==> config.mk <==
export PLATFORM = sky130hd
export DESIGN_NAME = fifo_rr_dispatcher
export DESIGN_NICKNAME = d
export VERILOG_FILES = /design/src/rtl/fifo_rr_dispatcher.sv
export SDC_FILE = /design/constraint.sdc
export NUM_CORES = 1
export LEC_CHECK = 0
export CAP_MARGIN = 20
export CORE_ASPECT_RATIO = 1.5
export CORE_MARGIN = 5
export CORE_UTILIZATION = 30
export DETAILED_ROUTE_END_ITERATION = 12
export PLACE_DENSITY = 0.76
export SYNTH_ARGS = -nofsm -noshare
export SYNTH_HDL_FRONTEND = slang
export SYNTH_SLANG_ARGS = --single-unit
==> constraint.sdc <==
create_clock -name clk -period 2.3 [get_ports clk]
set_input_delay 0.46 -clock clk [delete_from_list [all_inputs] [get_ports clk]]
set_output_delay 0.46 -clock clk [all_outputs]
set_load 0.05 [all_outputs]
==> src/rtl/fifo_rr_dispatcher.sv <==
// fifo_rr_dispatcher: round-robin consumer of four input FIFOs that routes each
// popped word to one of four output FIFOs by its destination field word[9:8].
// It also owns the threshold init sequence for all attached FIFOs.
// Optional build macro DISPATCH_STATS_EN adds per-destination push counters
// (stat_count).
module fifo_rr_dispatcher #(
    parameter int unsigned NUM_PORTS = 4,
    parameter int unsigned WORD_SIZE = 10,
`ifdef DISPATCH_STATS_EN
    parameter int unsigned PTR_SIZE  = 3,
    parameter int unsigned CNT_SIZE  = 8
`else
    parameter int unsigned PTR_SIZE  = 3
`endif
) (
    input  logic                           clk,
    input  logic                           reset,
    input  logic                           init_req,
    input  logic [PTR_SIZE-1:0]            cfg_almost_empty_thr,
    input  logic [PTR_SIZE-1:0]            cfg_almost_full_thr,
    input  logic [NUM_PORTS-1:0]           in_empty,
    input  logic [NUM_PORTS*WORD_SIZE-1:0] in_data,
    input  logic [NUM_PORTS-1:0]           out_almost_full,
    output logic [NUM_PORTS-1:0]           in_rd_en,
    output logic [NUM_PORTS-1:0]           out_wr_en,
    output logic [WORD_SIZE-1:0]           out_data,
    output logic                           fifo_init,
    output logic [PTR_SIZE-1:0]            almost_empty_thr,
    output logic [PTR_SIZE-1:0]            almost_full_thr,
    output logic [1:0]                     state,
    output logic                           idle
`ifdef DISPATCH_STATS_EN
    ,
    output logic [NUM_PORTS*CNT_SIZE-1:0]  stat_count
`endif
);

    localparam int unsigned IDX_W = 2;

    typedef enum logic [1:0] {
        ST_RESET  = 2'd0,
        ST_INIT   = 2'd1,
        ST_IDLE   = 2'd2,
        ST_ACTIVE = 2'd3
    } state_e;

    state_e               state_q, state_d;
    logic [IDX_W-1:0]     rr_ptr_q;
    logic [IDX_W-1:0]     grant_q;
    logic                 in_flight_q;
    logic [PTR_SIZE-1:0]  ae_thr_q;
    logic [PTR_SIZE-1:0]  af_thr_q;

    logic                 any_req;
    logic                 grant_vld;
    logic [IDX_W-1:0]     grant_idx;
    logic [IDX_W-1:0]     cand;
    logic                 pop_c;
    logic [WORD_SIZE-1:0] flight_word;

    assign any_req          = |(~in_empty);
    assign state            = state_q;
    assign almost_empty_thr = ae_thr_q;
    assign almost_full_thr  = af_thr_q;

    // First non-empty port scanning upward from the round-robin pointer
    always_comb begin
        grant_vld = 1'b0;
        grant_idx = '0;
        cand      = '0;
        for (int unsigned k = 0; k < NUM_PORTS; k++) begin
            cand = rr_ptr_q + IDX_W'(k);
            if (!grant_vld && !in_empty[cand]) begin
                grant_vld = 1'b1;
                grant_idx = cand;
            end
        end
    end

    // Word popped last cycle, now presented by the granted input FIFO
    always_comb begin
        flight_word = '0;
        for (int unsigned p = 0; p < NUM_PORTS; p++) begin
            if (grant_q == IDX_W'(p)) begin
                flight_word = in_data[p*WORD_SIZE +: WORD_SIZE];
            end
        end
    end

    // FSM state register
    always_ff @(posedge clk) begin
        if (reset) begin
            state_q <= ST_RESET;
        end else begin
            state_q <= state_d;
        end
    end

    // FSM next-state logic
    always_comb begin
        state_d = state_q;
        case (state_q)
            ST_RESET:  state_d = ST_INIT;
            ST_INIT:   state_d = init_req ? ST_INIT : ST_IDLE;
            ST_IDLE: begin
                if (init_req) begin
                    state_d = ST_INIT;
                end else if (any_req) begin
                    state_d = ST_ACTIVE;
                end
            end
            ST_ACTIVE: begin
                // a word pushed this cycle has completed, so only new pops keep us busy
                if (init_req) begin
                    state_d = ST_INIT;
                end else if (!any_req) begin
                    state_d = ST_IDLE;
                end
            end
            default:   state_d = ST_RESET;
        endcase
    end

    // FSM outputs: pop strobe, push strobe/data, init strobe, idle
    always_comb begin
        in_rd_en  = '0;
        out_wr_en = '0;
        out_data  = '0;
        pop_c     = 1'b0;
        fifo_init = (state_q == ST_INIT);
        idle      = (state_q == ST_IDLE);
        // destination is unknown before the read, so any almost_full blocks the pop
        if (!reset && !init_req && grant_vld && (out_almost_full == '0) &&
            ((state_q == ST_IDLE) || (state_q == ST_ACTIVE))) begin
            pop_c               = 1'b1;
            in_rd_en[grant_idx] = 1'b1;
        end
        if (in_flight_q && !reset) begin
            out_data = flight_word;
            out_wr_en[flight_word[WORD_SIZE-1 -: IDX_W]] = 1'b1;
        end
    end

    // Datapath registers: thresholds, RR pointer, in-flight tracking
    always_ff @(posedge clk) begin
        if (reset) begin
            ae_thr_q    <= PTR_SIZE'(2);
            af_thr_q    <= PTR_SIZE'(6);
            rr_ptr_q    <= '0;
            grant_q     <= '0;
            in_flight_q <= 1'b0;
        end else begin
            if (state_q == ST_INIT) begin
                ae_thr_q <= cfg_almost_empty_thr;
                af_thr_q <= cfg_almost_full_thr;
            end
            in_flight_q <= pop_c;
            if (pop_c) begin
                grant_q  <= grant_idx;
                rr_ptr_q <= grant_idx + IDX_W'(1);
            end
        end
    end

`ifdef DISPATCH_STATS_EN
    logic [NUM_PORTS*CNT_SIZE-1:0] stat_q;

    assign stat_count = stat_q;

    // Saturating per-destination push counters, cleared on reset and on INIT entry
    always_ff @(posedge clk) begin
        if (reset || ((state_d == ST_INIT) && (state_q != ST_INIT))) begin
            stat_q <= '0;
        end else begin
            for (int unsigned j = 0; j < NUM_PORTS; j++) begin
                if (out_wr_en[j] && (stat_q[j*CNT_SIZE +: CNT_SIZE] != {CNT_SIZE{1'b1}})) begin
                    stat_q[j*CNT_SIZE +: CNT_SIZE] <= stat_q[j*CNT_SIZE +: CNT_SIZE] + CNT_SIZE'(1);
                end
            end
        end
    end
`else
    // statistics counters are not built in the default configuration
`endif

endmodule

==> qor.csv, run 1 <==
metric;value;unit
Final Cell Area;0.00225;mm²
vias post-DR;1207;
core area;0.00319;mm²
Hold Vio Cnt, Final;0;
critical path launch point type;primary input;
Clock Latency Late Sink;0.23;ns
Diodes inserted;0;
Adder-Cell Fraction of Synth Area;0.0496;
cts hold-fix bufs;0;
largest family of logic cells by synthesized area;multiplexers;
commonest non-fill, non-tap cell in the layout;clkdlybuf4s50_1;
root buffer cell;clkbuf_8;
chip width;57.3;µm
final wirelength;4170;µm
placed cells;234;
largest net degree at the start of global routing;10;
static leakage;0.952;nW
Post-synth EDFFs;0;
Power per Cell Area;299;mW/mm²
Die ar.;0.00465;mm²
Num CTS Buffers;3;
area grow syn2layout;123;%
number of synthesized register bits;13;
CP Capture Type;output pin;
post-synthesis mux area share;0.293;
critical path data arrival time;1.80;ns
I/O Buffers;84;
Cell Area, Placed;0.00213;mm²
Remaining Overflow, GRT;0;
DP Worst Slack;-0.354;ns
Cells after Synth;103;
DP Wirelength;3660;µm
die height;81.0;µm
async set-reset flop share out of synthesis;0;
fin cells;240;
Via density;5.03;
critical path class;in -> out;
final period utilization;0.983;
layout cells sized above 1;0.335;
Hold Crit Class;reg -> reg;
Layout Nets;262;
CTS tree;built;
fillers;242;
# Max-Cap Violations;0;
H-tree Lvls;1;
WL per Instance;17.4;µm
Syn Nets;164;
Max VDD drop;0.352;mV
synthesized area per cell;9.79;µm²
Synth Area in Compound Gates;0.0868;
GRT Total Usage;0.181;
vias in the first global route;1337;
CP required;1.84;ns
first-pass GRT wire length;6560;µm
DRC;0;
I/O Pins;85;
Routed Antenna Nets;0;
fmax;0.442;GHz
number of setup violations in the final report;0;
Reg clk slew, reported paths;0.05;ns
post-synth cell types;34;
post-synthesis sequential area ratio;0.258;
Slew Viols, Final;0;
Post-Synth XOR/XNOR Area;0;
dominant synthesized flop cell;dfxtp_1;
most frequent cells in the layout;clkdlybuf4s50_1, buf_12, buf_4;
Initial Util;0.316;
Final GP Congestion;0.867;
Max FO, Critical Path;4;
initial antenna violation count;0;
Sink Count;13;
Clock Tree Buf Depth;2;
Setup WS post-layout;0.0384;ns
clock skew;0.00151;ns
Synth Cell Area;0.00101;mm²
Initial DRC Count;18;
status;complete, no violations;
FP Rows;25;
worst slew pin tran;0.522;ns
Rel. slew slack;0.651;
First-pass DRT Iterations;4;
synth warn;0;
R2R setup slack;0.66;ns
simple-gate share of the synthesized area;0.253;
min cycle time layout;2.26;ns
[routing by layer]
metal  GRT usage  routed length, µm  vias up
li1            -                  -      563
met1       0.192               1550      573
met2       0.348               2220       69
met3      0.0509                394        2
met4      0.0348                  6        0
met5           0                  0        -
[stage by stage]
stage	power, W	hold WS, ns	utilization	setup TNS, ns
after CTS	0.000675	0.494	0.686	0
after floorplan	0.000339	0.512	-	-0.0319
after global routing	0.000704	0.512	0.706	-0.0852
after global placement	0.000477	0.459	0.667	-1.08
after detailed placement	0.000482	0.474	0.667	-1.35
final	0.000673	0.494	0.706	0
[worst max-delay path: stages]
cell and delay, ns:
clkdlybuf4s15_1 0.21, buf_6 0.14, nand2b_1 0.13, a31oi_1 0.17
or2_4 0.17, inv_2 0.04, ha_1 0.19, and2_4 0.15
buf_12 0.14
[cells in the mapped netlist, types with 2 or more instances]
library cell / instances / area, µm²
nor2_1: 11 / 41.3
nand2_1: 6 / 22.5
mux2i_1: 7 / 70.1
dfxtp_1: 13 / 260
o21bai_1: 2 / 15.0
ha_1: 4 / 50.1
buf_2: 2 / 10.0
mux4_2: 10 / 225
a21oi_1: 2 / 10.0
inv_1: 8 / 30.0
and2_1: 13 / 81.3
nor2b_1: 2 / 12.5
clkbuf_1: 2 / 7.51
[cell families after synthesis]
family | after synthesis
AO/OA/AOI/OAI | 12
adder cells (fa/ha/maj) | 4
buffers and inverters | 14
flip-flops | 13
multiplexers | 17
AND/OR/NAND/NOR | 43
[path summary, 6_finish.rpt]
| kind | endpoint | startpoint | depth (start not counted) |
|---|---|---|---|
| setup / recovery | in_rd_en[3] | in_empty[0] | 9 |
| hold / removal | almost_empty_thr[1]$_SDFFE_PP1P_ | almost_empty_thr[1]$_SDFFE_PP1P_ | 2 |
| setup reg to reg | grant_q[0]$_SDFFE_PP0P_ | state[1]$_SDFFE_PP0P_ | 4 |
| hold reg to reg | almost_empty_thr[1]$_SDFFE_PP1P_ | almost_empty_thr[1]$_SDFFE_PP1P_ | 2 |
[state kept, by name, indices dropped and copies added (netlist names)]
name / flops
almost_empty_thr: 3
almost_full_thr: 3
grant_q: 2
rr_ptr_q: 2
state: 2
in_flight_q: 1
[where the power goes]
| group | internal (W) | switching [W] |
|---|---|---|
| Sequential | 0.000235 | 0.00000627 |
| Clock | 0.000122 | 0.0000718 |
| Combinational | 0.000138 | 0.000100 |
[timing repair]
item | 4_1_cts | 5_1_grt
setup buffers | 0 | 2
setup endpoints to repair | 9 | 7
resized for setup | 17 | 19
pin swaps | 3 | 8
[layout make-up]
cell class / instances / area [µm²] / area share
multi-input combinational: 76 / 729 / 0.324
clock buffer: 4 / 45.0 / 0.0200
inverter: 8 / 30.0 / 0.0133
sequential: 13 / 263 / 0.117
tap: 40 / 50.0 / 0.0222
timing repair buffer: 99 / 1140 / 0.504
Power figures use the tool's default switching activity.
==> inputs of run 2 (changes only) <==
--- a/config.mk
+++ b/config.mk
@@ -8,9 +8,9 @@
 export CAP_MARGIN = 20
 export CORE_ASPECT_RATIO = 1.5
 export CORE_MARGIN = 5
-export CORE_UTILIZATION = 30
+export CORE_UTILIZATION = 32
 export DETAILED_ROUTE_END_ITERATION = 12
-export PLACE_DENSITY = 0.76
+export PLACE_DENSITY = 0.8
 export SYNTH_ARGS = -nofsm -noshare
 export SYNTH_HDL_FRONTEND = slang
 export SYNTH_SLANG_ARGS = --single-unit
==> run 2 against run 1 <==
Compared with the run above:
- the flow now finishes with violations (negative setup slack)
- first-iteration DRC count grew 140%
- flip-flop and latch count unchanged
- wire length increased by 4.0%
- clock power barely moved
- global-route usage grew 1.6 points
- sequential power about the same
- via count is 0.99% higher
- setup slack worse by 0.046 ns
- critical endpoint is now out_wr_en[0]
- largest cell class unchanged
==> qor.csv, run 2 (same netlist as run 1, synthesis figures left out) <==
metric;value;unit;change
status;complete, but fails checks;;
violations in the final reports;negative setup slack;;
final core utilization;0.736;;+0.0299
layout cells sized above 1;0.350;;+0.0148
first-pass GRT wire length;6760;µm;+3.2%
Reg clk slew, reported paths;0.05;ns;about the same
CTS tree;built;;
crit path to;out_wr_en[0];;
Hold Vio Cnt, Final;0;;unchanged
Max VDD drop;0.375;mV;+6.4%
Die ar.;0.00440;mm²;-5.3%
min cycle time layout;2.31;ns;+0.0457 ns
critical path launch point type;primary input;;
worst path buffer plus inverter count;2;;-2
GR Layer Usage met3;0.0585;;+0.00766
area grow syn2layout;126;%;
DP Wirelength;3780;µm;+3.1%
Max FO, Critical Path;4;;unchanged
Slew Viols, Final;0;;unchanged
initial antenna violation count;0;;unchanged
Setup WS post-layout;-0.00724;ns;-0.0457 ns
cells on worst reg2reg path;4;;unchanged
Layout Nets;265;;+1.1%
CP required;1.84;ns;about the same
commonest non-fill, non-tap cell in the layout;clkdlybuf4s50_1;;
WL per Instance;17.9;µm;+2.7%
root buffer cell;clkbuf_8;;
crit-path max cell delay;0.55;ns;+0.34 ns
I/O Pins;85;;unchanged
CP max stage cell;mux4_2;;
core area;0.00310;mm²;-2.9%
R2R setup slack;0.62;ns;-0.04 ns
R2R Path End;grant_q[0]$_SDFFE_PP0P_;;
H-tree Lvls;1;;unchanged
Seq. cell area;262;µm²;-0.48%
Most Crowded Layer GR;met2;;
grt met1 use;0.200;;+0.00818
final wirelength;4340;µm;+4.0%
Cell Area, Placed;0.00215;mm²;+1.1%
Power per Cell Area;299;mW/mm²;+0.30%
most frequent cells in the layout;clkdlybuf4s50_1, buf_4, buf_12;;
Clock Tree Buf Depth;2;;unchanged
critical path data arrival time;1.85;ns;+0.05 ns
worst path cell trace;clkdlybuf4s50_1, mux4_2, nor3b_2, buf_12;;
Routed Antenna Nets;0;;unchanged
CP Capture Type;output pin;;
multi-input logic area;743;µm²;+1.9%
Final Cell Area;0.00228;mm²;+1.2%
cts hold-fix bufs;0;;unchanged
GRT Total Usage;0.196;;+0.0158
CP Launch Point;in_data[38];;
I/O Buffers;84;;unchanged
largest net degree at the start of global routing;13;;+3
worst slew pin tran;0.522;ns;-0.000136 ns
Initial Util;0.326;;+0.00958
fillers;221;;-8.7%
Clock Latency Late Sink;0.24;ns;about the same
final period utilization;1.00;;+0.0199
Worst path depth;4;;-5
vias in the first global route;1354;;+1.3%
global routing usage on met2;0.398;;+0.0497
Final GP Congestion;1.01;;+16%
Hold Crit Class;reg -> reg;;
First-pass DRT Iterations;4;;unchanged
critical path class;in -> out;;
FP Rows;25;;unchanged
R2R Path Start;state[1]$_SDFFE_PP0P_;;
RSZ-0062 raised after global routing;true;;
static leakage;0.950;nW;-0.24%
die height;78.8;µm;-2.8%
DRC;0;;unchanged
chip width;55.8;µm;-2.6%
number of setup violations in the final report;1;;+1
Diodes inserted;0;;unchanged
vias post-DR;1219;;+0.99%
Initial DRC Count;44;;+26
fmax;0.433;GHz;-2.0%
Via density;5.02;;-0.25%
Remaining Overflow, GRT;0;;unchanged
Rel. slew slack;0.651;;about the same
clock skew;0.00275;ns;+0.00123 ns
Sink Count;13;;unchanged
Top delay family on crit path;buffers and inverters;;
# Max-Cap Violations;0;;unchanged
Num CTS Buffers;3;;unchanged
## run 2: changes by cell type in the layout (fill, tap and decap cells not counted), sizes merged
| cell | before | now |
|---|---|---|
| clkdlybuf4s50 | 53 | 57 |
| dlymetal6s2s | 5 | 4 |
| clkdlybuf4s15 | 3 | 1 |
| dlygate4sd2 | 4 | 3 |
| buf | 34 | 37 |
## run 2: how the worst min path moves through the flow
stage | depth (start not counted) | slack (ns) | to | start
after global placement | 2 | 0.45 | almost_full_thr[1]$_SDFFE_PP1P_ | almost_full_thr[1]$_SDFFE_PP1P_
after CTS | 2 | 0.47 | almost_full_thr[2]$_SDFFE_PP1P_ | almost_full_thr[2]$_SDFFE_PP1P_
after floorplan | 2 | 0.51 | rr_ptr_q[0]$_SDFFE_PP0P_ | rr_ptr_q[0]$_SDFFE_PP0P_
final | 2 | 0.47 | almost_full_thr[2]$_SDFFE_PP1P_ | almost_full_thr[2]$_SDFFE_PP1P_
after detailed placement | 2 | 0.46 | almost_full_thr[2]$_SDFFE_PP1P_ | almost_full_thr[2]$_SDFFE_PP1P_
after global routing | 2 | 0.52 | almost_empty_thr[1]$_SDFFE_PP1P_ | almost_empty_thr[1]$_SDFFE_PP1P_
## run 2: power by group
part	switching, W	total (W)	internal [W]
clock network	0.0000738	0.000196	0.000122
logic	0.000102	0.000246	0.000143
registers	0.00000647	0.000241	0.000235
## run 2: cell type report
class | count | area share
Clock buffer | 4 | 0.0198
Tap cell | 40 | 0.0220
Inverter | 8 | 0.0143
Multi-Input combinational cell | 76 | 0.326
Timing Repair Buffer | 102 | 0.503
Sequential cell | 13 | 0.115
## run 2: repair_timing
action	CTS	global route
gates resized for setup	15	17
setup endpoints to repair	6	10
buffers inserted	1	0
pin swaps	3	3
endpoints found under the hold margin	0	0
cloned	0	1
## run 2: per-stage QoR
stage | setup slack (ns) | total power [W] | TNS, ns | cells | hold slack (ns)
after floorplan | -0.0319 | 0.000339 | -0.0319 | 103 | 0.512
after global placement | -0.219 | 0.000480 | -0.867 | 237 | 0.453
after detailed placement | -0.305 | 0.000488 | -1.22 | 237 | 0.458
after CTS | 0.00261 | 0.000688 | 0 | 242 | 0.472
after global routing | -0.0316 | 0.000711 | -0.0449 | 243 | 0.521
final | -0.00724 | 0.000683 | -0.00724 | 243 | 0.469
## run 2: worst register-to-register path: stages (launching register included)
cell and delay [ns]:
dfxtp_1 0.43, or4b_4 0.51, nor4_4 0.24, nand2_1 0.13
a32o_2 0.28
## run 2: per-layer routing
layer / up-vias / routed length [µm]
met2: 69 / 2380
met1: 584 / 1580
met3: 0 / 381
li1: 566 / -
met4: 0 / 0
met5: - / 0
==> inputs of run 3 (changes only) <==
--- a/config.mk
+++ b/config.mk
@@ -10,6 +10,8 @@
 export CORE_MARGIN = 5
 export CORE_UTILIZATION = 32
 export DETAILED_ROUTE_END_ITERATION = 12
+export GPL_ROUTABILITY_DRIVEN = 0
+export GPL_TIMING_DRIVEN = 0
 export PLACE_DENSITY = 0.8
 export SYNTH_ARGS = -nofsm -noshare
 export SYNTH_HDL_FRONTEND = slang
==> run 3 against run 2 <==
Compared with the run above:
- the run now ends clean
- first-iteration DRC count down 70%
- flip-flop and latch count did not move
- global-route usage fell by 1.9 points
- wire length is 10% lower
- final cell count shrank 4.5%
- setup slack better by 0.032 ns
- combinational power down 7%
- register-to-register slack improved by 0.04 ns
- final area decreased by 15%
==> qor.csv, run 3 (same netlist as run 1, synthesis figures left out) <==
metric;value;unit;change
CP max stage cell;mux4_2;;
crit-path max cell delay;0.52;ns;-0.03 ns
DP Wirelength;3340;µm;-11%
I/O Pins;85;;unchanged
GRT Total Usage;0.177;;-0.0195
Slew Viols, Final;0;;unchanged
Hold Crit Class;reg -> reg;;
fillers;255;;+15%
Hold Vio Cnt, Final;0;;unchanged
final wirelength;3900;µm;-10%
worst path buffer plus inverter count;2;;unchanged
# Max-Cap Violations;0;;unchanged
Sink Count;13;;unchanged
vias post-DR;1151;;-5.6%
Remaining Overflow, GRT;0;;unchanged
DRC;0;;unchanged
critical path class;in -> out;;
Layout Nets;254;;-4.2%
Initial Util;0.326;;unchanged
H-tree Lvls;1;;unchanged
final period utilization;0.989;;-0.0141
layout cells sized above 1;0.286;;-0.0633
Max FO, Critical Path;4;;unchanged
I/O Buffers;84;;unchanged
Reg clk slew, reported paths;0.05;ns;about the same
largest net degree at the start of global routing;11;;-2
Via density;4.96;;-1.1%
Rel. slew slack;0.652;;+0.000753
vias in the first global route;1208;;-11%
Routed Antenna Nets;0;;unchanged
initial antenna violation count;0;;unchanged
FP Rows;25;;unchanged
Initial DRC Count;13;;-70%
CP required;1.84;ns;about the same
RSZ-0062 raised after global routing;true;;
min cycle time layout;2.27;ns;-0.0324 ns
core area;0.00310;mm²;unchanged
clock skew;0.00141;ns;-0.00134 ns
static leakage;0.813;nW;-14%
number of setup violations in the final report;0;;-1
Cell Area, Placed;0.00191;mm²;-11%
Num CTS Buffers;3;;unchanged
CTS tree;built;;
Diodes inserted;0;;unchanged
worst slew pin tran;0.520;ns;-0.00113 ns
root buffer cell;clkbuf_8;;
critical path data arrival time;1.81;ns;-0.04 ns
commonest non-fill, non-tap cell in the layout;clkdlybuf4s50_1;;
Die ar.;0.00440;mm²;unchanged
Clock Tree Buf Depth;2;;unchanged
status;complete, no violations;;
worst path cell trace;clkdlybuf4s50_1, mux4_2, and2_4, nor2b_4, buf_6;;
Final Cell Area;0.00194;mm²;-15%
chip width;55.8;µm;unchanged
CP Capture Type;output pin;;
most frequent cells in the layout;clkdlybuf4s50_1, and2_1, dfxtp_1;;
Clock Latency Late Sink;0.24;ns;about the same
post-route setup TNS;0;ns;+0.00724 ns
WL per Instance;16.8;µm;-5.8%
area grow syn2layout;92.4;%;
critical path launch point type;primary input;;
die height;78.8;µm;unchanged
First-pass DRT Iterations;4;;unchanged
Top delay family on crit path;buffers and inverters;;
Power per Cell Area;342;mW/mm²;+14%
Max VDD drop;0.493;mV;+32%
first-pass GRT wire length;6090;µm;-10%
fmax;0.440;GHz;+1.4%
==> run 3: cell count changes in the layout (fill, tap and decap cells not counted), sizes merged <==
cell / before / now
clkdlybuf4s50: 57 / 58
dlygate4sd2: 3 / 5
dlymetal6s2s: 4 / 0
clkdlybuf4s15: 1 / 0
buf: 37 / 18
clkbuf: 4 / 14
==> run 3: worst register-to-register path, cell delays in order, from the launching register on <==
cell	delay (ns)
dfxtp_1	0.40
or4b_4	0.50
nor4_4	0.22
nand2_1	0.13
a32o_2	0.27
==> run 3: stage by stage <==
stage / std cells / setup WS [ns] / total power, W / hold slack (ns) / utilization
global route: 232 / -0.00167 / 0.000695 / 0.520 / 0.627
detailed placement: 227 / -1.05 / 0.000476 / 0.463 / 0.616
global placement: 227 / -0.989 / 0.000470 / 0.453 / 0.616
CTS: 232 / -0.000563 / 0.000671 / 0.477 / 0.622
floorplan: 103 / -0.0319 / 0.000339 / 0.512 / -
finish: 232 / 0.0252 / 0.000663 / 0.472 / 0.627
==> run 3: final timing paths <==
kind,slack (ns),to,cells after the start,start
setup / recovery,0.03,out_wr_en[2],5,in_data[29]
hold / removal,0.47,almost_full_thr[2]$_SDFFE_PP1P_,2,almost_full_thr[2]$_SDFFE_PP1P_
setup reg to reg,0.66,grant_q[0]$_SDFFE_PP0P_,4,state[1]$_SDFFE_PP0P_
hold reg to reg,0.47,almost_full_thr[2]$_SDFFE_PP1P_,2,almost_full_thr[2]$_SDFFE_PP1P_
==> run 3: repair_timing <==
item / CTS / global route
hold buffers: 0 / 0
gates resized for setup: 121 / 17
endpoints found under the setup margin: 19 / 16
pin swaps: 3 / 1
buffers inserted: 2 / 0
hold endpoints to repair: 0 / 0
gates cloned: 0 / 0
==> run 3: routing by layer <==
metal  vias up  track usage  share of wire
met1       532        0.183           0.37
met5         -            0              0
li1        544            -              -
met2        73        0.345           0.53
met3         2       0.0602          0.094
met4         0       0.0285         0.0036
==> run 3: power by group <==
group          leakage (nW)  internal [W]  switching [W]  total [W]
combinational         0.683      0.000130      0.0000983   0.000228
sequential            0.107      0.000235     0.00000567   0.000241
clock                0.0228      0.000122      0.0000725   0.000194
==> run 3: final cells by class <==
class	count	area (µm²)	share of cell area
Sequential cell	13	263	0.135
Multi-Input combinational cell	76	714	0.368
Inverter	8	30.0	0.0155
Tap cell	40	50.0	0.0258
Buffer	5	40.0	0.0206
Timing Repair Buffer	86	798	0.411
Clock buffer	4	45.0	0.0232
==> patch (config.mk and constraints of run 1) <==
Build with the macro `DISPATCH_STATS_EN` defined.
--- a/src/rtl/fifo_rr_dispatcher.sv
+++ b/src/rtl/fifo_rr_dispatcher.sv
@@ -5,2 +5,4 @@
 // (stat_count).
+`define DISPATCH_STATS_EN
+
 module fifo_rr_dispatcher #(
Behaviour (old outputs only; new: stat_count): unchanged (Yosys induction, for registers that start in step).
==> patch against run 1 <==
- total power rose to 2.9 times the old value
- synthesized area grew to 2.7 times the old value
- setup slack got worse by 0.021 ns
- register-to-register slack worse by 0.35 ns
- hold slack got worse by 0.035 ns
- largest cell class is now multi-input combinational cells
- sequential cell count up 32
- routed wire length increased by 110%
- design area grew 110%
==> patch: results (changes against run 1) <==
status=completed; LEAKAGE=1.79 nW (+88%); Post-Route WL=8610 um (+110%); CP max FO=4 (unchanged); clock tree sinks=45 (+32); post-synthesis compound-gate area fraction=8.93% (+0.24 points); Layout Cells excl Fill=563 (+130%); grt met2 use=30.1% (-4.8 points); Num CTS Buffers=5 (+2); pin count of the biggest net entering global routing=19 (+9); pre-CTS setup slack=-0.310 ns (+0.0438 ns); Vias per Instance=5.00 (-0.58%); root buffer cell=clkbuf_16; worst vdd ir=0.315 mV (-11%); Cell Count Post-Placement=546 (+130%); worst relative slew slack=64.1% (-1.0 points); adder-cell area share of the yosys netlist=3.72% (-1.2 points); routability congestion estimate from global placement=0.841 (-3.0%); ranking of synthesized cells by area=dfxtp_1 33%, mux4_1 7.8%, nor2_1 5.6%, nand2_1 4.0%, xnor2_1 3.9%; DP HPWL=6820 um (+86%); Nets=517 (+97%); post-synthesis sequential area ratio=33.5% (+7.7 points); Synth top cells by count=45 x dfxtp_1, 40 x nor2_1, 29 x nand2_1; IO buf count=116 (+38%); mux cell area share after synthesis=15.0% (-14 points); share of post-route cells with drive strength above 1=24.3% (-9.2 points); vias in the first global route=2933 (+120%); Worst path slowest cell=clkdlybuf4s50_1; H-tree depth=2 (+1); post-synthesis xor/xnor area fraction=4.88% (+4.9 points); Skew-Pair Late Insertion Delay=0.29 ns (+0.06 ns); worst min path class=flop to flop; M3 GR Usage=3.20% (-1.9 points); Critical Path AT=1.82 ns (+0.02 ns); Synth cell types=49 (+44%); first-pass GRT wire length=13900 um (+110%); Slowest Stage Delay on Critical Path=0.44 ns (+0.23 ns); Final Skew=0.00677 ns (+0.00526 ns); initial detailed-routing violation count=59 (+41); Post-Synthesis Cells=302 (+190%); met1 GRT Util=16.5% (-2.7 points); Syn Nets=367 (+120%)
## patch: final timing paths
kind / depth (start not counted) / slack, ns / startpoint / endpoint
setup / recovery: 7 / 0.02 / in_data[28] / out_wr_en[2]
hold / removal: 2 / 0.46 / almost_empty_thr[2] / almost_empty_thr[2]
setup reg to reg: 6 / 0.31 / grant_q[1] / stat_count[21]
hold reg to reg: 2 / 0.46 / almost_empty_thr[2] / almost_empty_thr[2]
## patch: cell families after synthesis
logic type / count (synthesis)
AO/OA/AOI/OAI: 36
XOR/XNOR: 15
adder cells (fa/ha/maj): 8
buffers and inverters: 23
flip-flops: 45
multiplexers: 25
AND/OR/NAND/NOR: 150
## patch: timing repair
item	CTS	global route
setup endpoints to repair	18	20
hold buffers	0	0
pin swaps	6	5
resized for setup	32	27
setup buffers	7	2
## patch: final cells by class
cell class	count	area, um2
clock buffers	6	129
well taps	110	138
flip-flops and latches	45	912
multi-input cells	234	1830
repair buffers	155	1630
inverters	11	45.0
clock inverters	2	38.8
fillers	781	4060
## patch: per-stage QoR
| stage | util [%] | hold WS [ns] | setup TNS, ns | total power [W] | cell area (um2) |
|---|---|---|---|---|---|
| after CTS | 52.4 | 0.463 | 0 | 0.00194 | 4600 |
| final | 53.7 | 0.459 | 0 | 0.00192 | 4720 |
| after global placement | 48.9 | 0.445 | -2.04 | 0.00109 | 4290 |
| after floorplan | - | 0.503 | 0 | 0.000935 | 2700 |
| after detailed placement | 48.9 | 0.454 | -3.14 | 0.00110 | 4290 |
| after global routing | 53.7 | 0.498 | -0.118 | 0.00200 | 4720 |
## patch: tightest hold or removal path, stage by stage, from the launching register on
cell,delay [ns]
dfxtp_1,0.31
nand2_1,0.05
a21oi_1,0.05
## patch: per-layer routing
layer	share of wire, %	wire length (um)	vias up
li1	-	-	1384
met1	38	3310	1348
met2	55	4770	66
met3	4.0	345	17
met4	2.2	191	0
met5	0	0	-
## patch: where the power goes
part	leakage (nW)	switching (W)	internal [W]	total, W
sequential	0.367	0.00000702	0.000786	0.000793
clock	0.0810	0.000305	0.000515	0.000820
combinational	1.35	0.000139	0.000167	0.000306
total	1.79	0.000451	0.00147	0.00192
